### config.mk
export PLATFORM = sky130hd
export DESIGN_NAME = shift_add_mul
export DESIGN_NICKNAME = d
export VERILOG_FILES = /design/src/rtl/mul_seq_pkg.sv /design/src/rtl/adder_32bit.sv /design/src/rtl/shift_add_mul.sv
export SDC_FILE = /design/constraint.sdc
export NUM_CORES = 1
export LEC_CHECK = 0
export ABC_AREA = 1
export CORE_MARGIN = 4
export CORE_UTILIZATION = 52
export DETAILED_ROUTE_END_ITERATION = 16
export PLACE_DENSITY = 0.81
export SYNTH_ARGS = -nofsm -noshare
export SYNTH_HDL_FRONTEND = slang
export SYNTH_SLANG_ARGS = --single-unit
### constraint.sdc
create_clock -name clk -period 2.7 [get_ports clk]
set_input_delay 0.54 -clock clk [delete_from_list [all_inputs] [get_ports clk]]
set_output_delay 0.54 -clock clk [all_outputs]
set_load 0.05 [all_outputs]
### src/rtl/mul_seq_pkg.sv
// mul_seq_pkg: shared state encoding and iteration count for the shift-add multiplier.
package mul_seq_pkg;
    typedef enum logic [1:0] {
        IDLE = 2'd0,
        CALC = 2'd1,
        DONE = 2'd2
    } state_t;
    localparam int MUL_ITER = 32;
endpackage

### src/rtl/adder_32bit.sv
// adder_32bit: 32-bit adder with carry in/out, shared by every multiply iteration.
module adder_32bit (
    input  logic [31:0] a,
    input  logic [31:0] b,
    input  logic        cin,
    output logic [31:0] sum,
    output logic        cout
);
    assign {cout, sum} = {1'b0, a} + {1'b0, b} + {32'd0, cin};
endmodule

### src/rtl/shift_add_mul.sv
// shift_add_mul: iterative 32x32 unsigned multiplier, one shift-add step per cycle
// through a single shared adder, valid/ready handshake on operands and product.
module shift_add_mul
    import mul_seq_pkg::*;
#(
    parameter int ITER = MUL_ITER
) (
    input  logic        clk,
    input  logic        rst,
    input  logic        in_valid,
    output logic        in_ready,
    input  logic [31:0] a,
    input  logic [31:0] b,
    input  logic        flush,
    output logic        out_valid,
    input  logic        out_ready,
    output logic [63:0] prod,
    output logic        busy
);
    state_t      r_state;
    state_t      w_next;
    logic [31:0] r_mcand;
    logic [31:0] r_hi;
    logic [31:0] r_lo;
    logic [4:0]  r_cnt;
    logic [31:0] w_sum;
    logic        w_cout;
    logic        w_accept;
    logic        w_last;

    assign in_ready  = (r_state == IDLE) && !rst;
    assign out_valid = (r_state == DONE);
    assign busy      = (r_state == CALC);
    assign prod      = {r_hi, r_lo};
    assign w_accept  = in_valid && in_ready && !flush;
    assign w_last    = (r_cnt == 5'(ITER - 1));

    adder_32bit u_add (
        .a    (r_hi),
        .b    (r_lo[0] ? r_mcand : 32'd0),
        .cin  (1'b0),
        .sum  (w_sum),
        .cout (w_cout)
    );

    always_comb begin
        w_next = IDLE;
        case (r_state)
            IDLE:    w_next = w_accept ? CALC : IDLE;
            CALC:    w_next = flush ? IDLE : (w_last ? DONE : CALC);
            DONE:    w_next = (flush || out_ready) ? IDLE : DONE;
            default: w_next = IDLE;
        endcase
    end

    always_ff @(posedge clk) begin
        if (rst) begin
            r_state <= IDLE;
            r_mcand <= '0;
            r_hi    <= '0;
            r_lo    <= '0;
            r_cnt   <= '0;
        end else begin
            r_state <= w_next;
            if (r_state == IDLE && w_accept) begin
                r_mcand <= a;
                r_hi    <= '0;
                r_lo    <= b;
                r_cnt   <= '0;
            end else if (r_state == CALC && !flush) begin
                // carry-out lands in hi[31]; the retired multiplier bit drops off lo[0]
                {r_hi, r_lo} <= {w_cout, w_sum, r_lo[31:1]};
                r_cnt        <= r_cnt + 5'd1;
            end
        end
    end
endmodule

; ---- Word level (Yosys, flattened, before mapping)
; Cells that the tools add are included.
[totals]
romBits = 0
ram_bits = 0
register_bits = 103
output_inout_bits = 67
n_memories = 0
latch_bits = 0
elab_cells = 29
[op_classes]
n_mul = 0
muxes = 8
n_eq_ne = 3
bitwise = 0
shift = 0
reduce_logical = 11
addsub = 2
n_lt_le_gt_ge = 0
div = 0
[op_table]
columns = op, count
row1 = $mux 32, 3
row2 = $add 32x32->33, 1
row3 = $mux 2, 3
row4 = $pmux 2 s3, 1
row5 = $add 5x1->5 const B, 1
row6 = $eq 5x5->1 const B, 1
row7 = $logic_and 1x1->1, 5
row8 = $eq 2x1->1 const B, 1
row9 = $eq 2x2->1 const B, 1
row10 = $logic_not 1->1, 2
row11 = $logic_not 2->1, 1
row12 = $reduce_bool 2->1, 1
row13 = $reduce_or 2->1, 1
row14 = $logic_or 1x1->1, 1
row15 = $mux 1, 1

; ---- Depth between registers and ports, before layout
[logic_depth]
word_depth = 6
depth_mapped = 17
depth_no_buf = 15

; ---- Modules after synthesis
; Synthesis repeated with hierarchy kept, for this count alone.
[hier_totals]
hier_cells = 1264
hier_area_um2 = 7337.0
[by_module_without_submodules]
columns = mod, instances, area_each_um2, cells_each
row1 = shift_add_mul, 1, 4943.5, 759
row2 = adder_32bit, 1, 2393.5, 505

; ---- Least setup slack after synthesis
; OpenSTA, ideal clock, no wires.
[synth_timing]
path_kind = reg-to-reg
start = register r_lo[0]
end = register r_hi[30]
setup_slack_ns = 0.263
stages_incl_launch_ff = 18
path_buffers = 2
required_time_ns = 2.591
setup_ns = 0.109
arrival_ns = 2.328
path_cell_list = dfxtp_1 clkbuf_1 clkbuf_1 nand2_1 inv_1 ha_1 nand2_1 inv_1 a21oi_1 nand2_1 nand2_1 nand2_1 nand2_1 nand2_1 nand2_1 nand3_1 nand2_1 inv_1
[synth_via]
elab_chain_len = 2
[synth_lines]
columns = element, line
row1 = start: declaration, shift_add_mul.sv:24  ; logic [31:0] r_lo;
row2 = start signal: assignment, shift_add_mul.sv:72  ; {r_hi, r_lo} <= {w_cout, w_sum, r_lo[31:1]};
row3 = $mux 32, shift_add_mul.sv:40  ; .b (r_lo[0] ? r_mcand : 32'd0),
row4 = $add 32x32->33, adder_32bit.sv:9  ; assign {cout, sum} = {1'b0, a} + {1'b0, b} + {32'd0, cin};
row5 = end signal: assignment, shift_add_mul.sv:72
row6 = end: declaration, shift_add_mul.sv:23  ; logic [31:0] r_hi;
; No other way between the ends.
; A chain may end at the register's enable or synchronous reset.

; ---- Final worst setup path
[layout_timing]
start = register r_lo[0]
end = register r_hi[28]
; The elaborated chain is that of the path after synthesis.

==> impl_metrics.csv <==
group,metric,value,unit
critical_path,critical_path_class,"reg2reg",
critical_path,worstPathArrival,2.67,ns
grt,grt_pass1_vias,6344,
sta,min_period_over_period,0.893,
critical_path,worstPathCellList,"buf_4 > buf_4 > nand2_1 > inv_1 > ha_1 > nand2_1 > inv_1 > nand2_1 > nand2_1 > nand2_1 > nand2_1 > a21oi_1 > nand2_1 > nand2_1 > nand3_1 > nand2_1 > inv_1",
critical_path,r2r-end,"r_hi[28]",
drt,antenna_left,0,
clock_tree,clk_pin_slew,0.07,ns
sta,fin_tns_setup,0,ns
final_layout,final_cells,1361,
clock_tree,cts-root-buf,"clkbuf_16",
sta,maxSlewViolCount,0,
drt,avgViaCountPerCell,4.97,
drt,first_pass_iters,5,
clock_tree,clock_path_buffers,2,
drt,first_iter_violations,536,
drt,drt-total-wl,18000,um
logic_synthesis,seq_area_frac_synth,0.315,
placement,place_ws,0.316,ns
sta,fmax,415,MHz
drt,vias,6767,
critical_path,crit_fanout,23,
final_layout,final_common_cell,"nand2_1",
floorplanning,io_pins,136,
critical_path,crit_top_cell,"nand2_1",
sta,period_minus_slack,2.41,ns
grt,grt_overflow,0,
critical_path,timing.rr.start,"r_lo[0]",
critical_path,slowest_delay,0.33,ns
sta,tightest_slew,0.686,ns
critical_path,worst_path_max_delay_cell,"dfxtp_1",
power_and_ir_drop,p_per_area,406,nW/um^2
floorplanning,rows,40,
final_layout,final_util,0.682,
power_and_ir_drop,power_leakage,4.17,nW
clock_tree,clock-sinks,103,
grt,grt_antenna_before_repair,0,
logic_synthesis,ys_seq_elements,103,
final_layout,synthToLayoutAreaGrowth,26.9,%
min_path,holdPathStages,2,
logic_synthesis,synthCells,1069,
sta,rsz0062_at_grt,"false",
grt,grt_max_degree,67,
sta,skew,0.00566,ns
critical_path,worst-r2r-setup-slack,0.29,ns
placement,gp_routability_congestion,0.955,
logic_synthesis,synth_top_area_share,0.315,
logic_synthesis,syn-cell-area,6540,sq um
critical_path,startpoint,"r_lo[0]",
clock_tree,post-cts-setup-buffers,0,
logic_synthesis,yosysWarnings,0,
logic_synthesis,yosysTopAreaCell,"dfxtp_1",
floorplanning,die_area,14400,sq um
grt,gr-usage-all-layers,0.253,
power_and_ir_drop,vdd_drop_max,0.290,mV
clock_tree,cts_tree,"done",
min_path,worst_hold_path_type,"reg2reg",
logic_synthesis,synth.avg_cell_area,6.12,sq um
sta,final_hold_viol_count,0,
critical_path,endpoint_kind,"flip-flop",
placement,port_buffers,135,
logic_synthesis,synth_fp_nets,1173,
floorplanning,design.core.area,12200,sq um
floorplanning,die_h,120,um
final_layout,diodes,0,
critical_path,crit_end,"r_hi[28]",
final_layout,final_nets,1293,
critical_path,r2r_cells,17,
final_layout,final_cell_area,8300,sq um
logic_synthesis,ys_types,32,
critical_path,crit_required,2.96,ns
drt,drc,0,
critical_path,cp-start-kind,"flip-flop",
final_layout,layout_common_cells,"434 x nand2_1, 180 x inv_1, 132 x clkdlybuf4s50_1",
grt,grt_pass1_wl,30000,um
logic_synthesis,synth_area_leaders,"dfxtp_1 32%, nand2_1 25%, inv_1 10%",
flow_run,maxCapViolations,0,
sta,finalSetupViolations,0,
sta,relSlewSlack,0.543,
drt,wl_per_cell,13.2,um
placement,hpwl,13700,um
final_layout,drive_gt1_frac,0.0293,
sta,layout_setup_ws,0.288,ns
placement,dp.cells,1346,
clock_tree,cts_buffers,9,
clock_tree,ctsHoldBuffers,0,
placement,place_area,8010,sq um
floorplanning,die_w,120,um
clock_tree,ctsResizeCount,0,
floorplanning,start_util,0.538,
clock_tree,htree_levels,3,
final_layout,num-fill-cells,1098,
clock_tree,clock_latency,0.36,ns
status,outcome,"finished, final reports clean",
==> cell type report <==
class,count,area (sq um),area share
tap,168,210,0.0253
timing repair buffer,147,1460,0.176
inverter,183,687,0.0828
sequential,103,2060,0.248
multi-input combinational,745,3600,0.434
clock inverter,4,52.6,0.00633
clock buffer,11,233,0.0280
==> flip-flops by register name, indices dropped and copies added (netlist names) <==
name	cells
r_hi	32
r_cnt	5
r_mcand	32
r_lo	32
r_state	2
==> per-layer routing <==
metal | up-vias | part of all wire | global-route usage
met2 | 240 | 0.45 | 0.407
met4 | 0 | 0.015 | 0.0802
met5 | - | 0 | 0
li1 | 3535 | - | -
met3 | 19 | 0.088 | 0.0655
met1 | 2973 | 0.45 | 0.333
==> worst min path at each step <==
stage | start | to
after global placement | r_lo[0] | r_lo[0]
final | r_mcand[3] | r_mcand[3]
after floorplan | r_cnt[4] | r_cnt[4]
after detailed placement | r_mcand[3] | r_mcand[3]
after global routing | r_mcand[3] | r_mcand[3]
after CTS | r_mcand[3] | r_mcand[3]
==> metrics by stage <==
step           hold slack (ns)  total power [mW]
4_1_cts                  0.470              3.39
5_1_grt                  0.484              3.48
3_5_place_dp             0.460              2.08
2_1_floorplan            0.444              1.88
6_report                 0.468              3.37
3_3_place_gp             0.453              2.08
==> synth_stat cells <==
cell type / number
inv_2: 3
or2_2: 1
nand2_1: 434
buf_2: 9
a21oi_1: 61
ha_1: 34
nand3b_1: 1
a22oi_1: 3
buf_6: 3
nor3b_1: 1
dfxtp_1: 103
xor2_1: 13
o21a_1: 16
o21ai_0: 8
o21bai_1: 15
inv_1: 180
clkbuf_1: 20
nand3_2: 1
nand4_1: 3
nor3_2: 1
and2_1: 2
nor3_1: 4
nor2_1: 57
fa_1: 1
nand3_1: 45
o21ai_1: 9
a31oi_1: 30
a21o_1: 1
xnor2_1: 3
buf_4: 5
buf_1: 1
o211ai_1: 1
==> worst max-delay path: cells and delay by family, from the launching register on <==
kind | cells | cell delay (ns)
AND/OR/NAND/NOR | 10 | 0.81
buffers and inverters | 5 | 0.63
flip-flops | 1 | 0.33
adder cells (fa/ha/maj) | 1 | 0.29
AO/OA/AOI/OAI | 1 | 0.25
==> kinds of logic after synthesis <==
| group | Yosys count | share of synthesized area |
|---|---|---|
| xor gates and xnor gates | 16 | 0.0214 |
| DFF | 103 | 0.315 |
| AOI/OAI and AO/OA | 144 | 0.130 |
| adders and majority gates | 35 | 0.0681 |
| and+or+nand+nor | 550 | 0.330 |
| buffers and inverters | 221 | 0.135 |
==> power by group <==
part,switching (mW),total (mW),internal [mW]
Combinational,0.255,0.452,0.196
Clock,0.600,1.32,0.721
Sequential,0.0359,1.60,1.56
Total,0.891,3.37,2.48
Power figures use the tool's default switching activity.
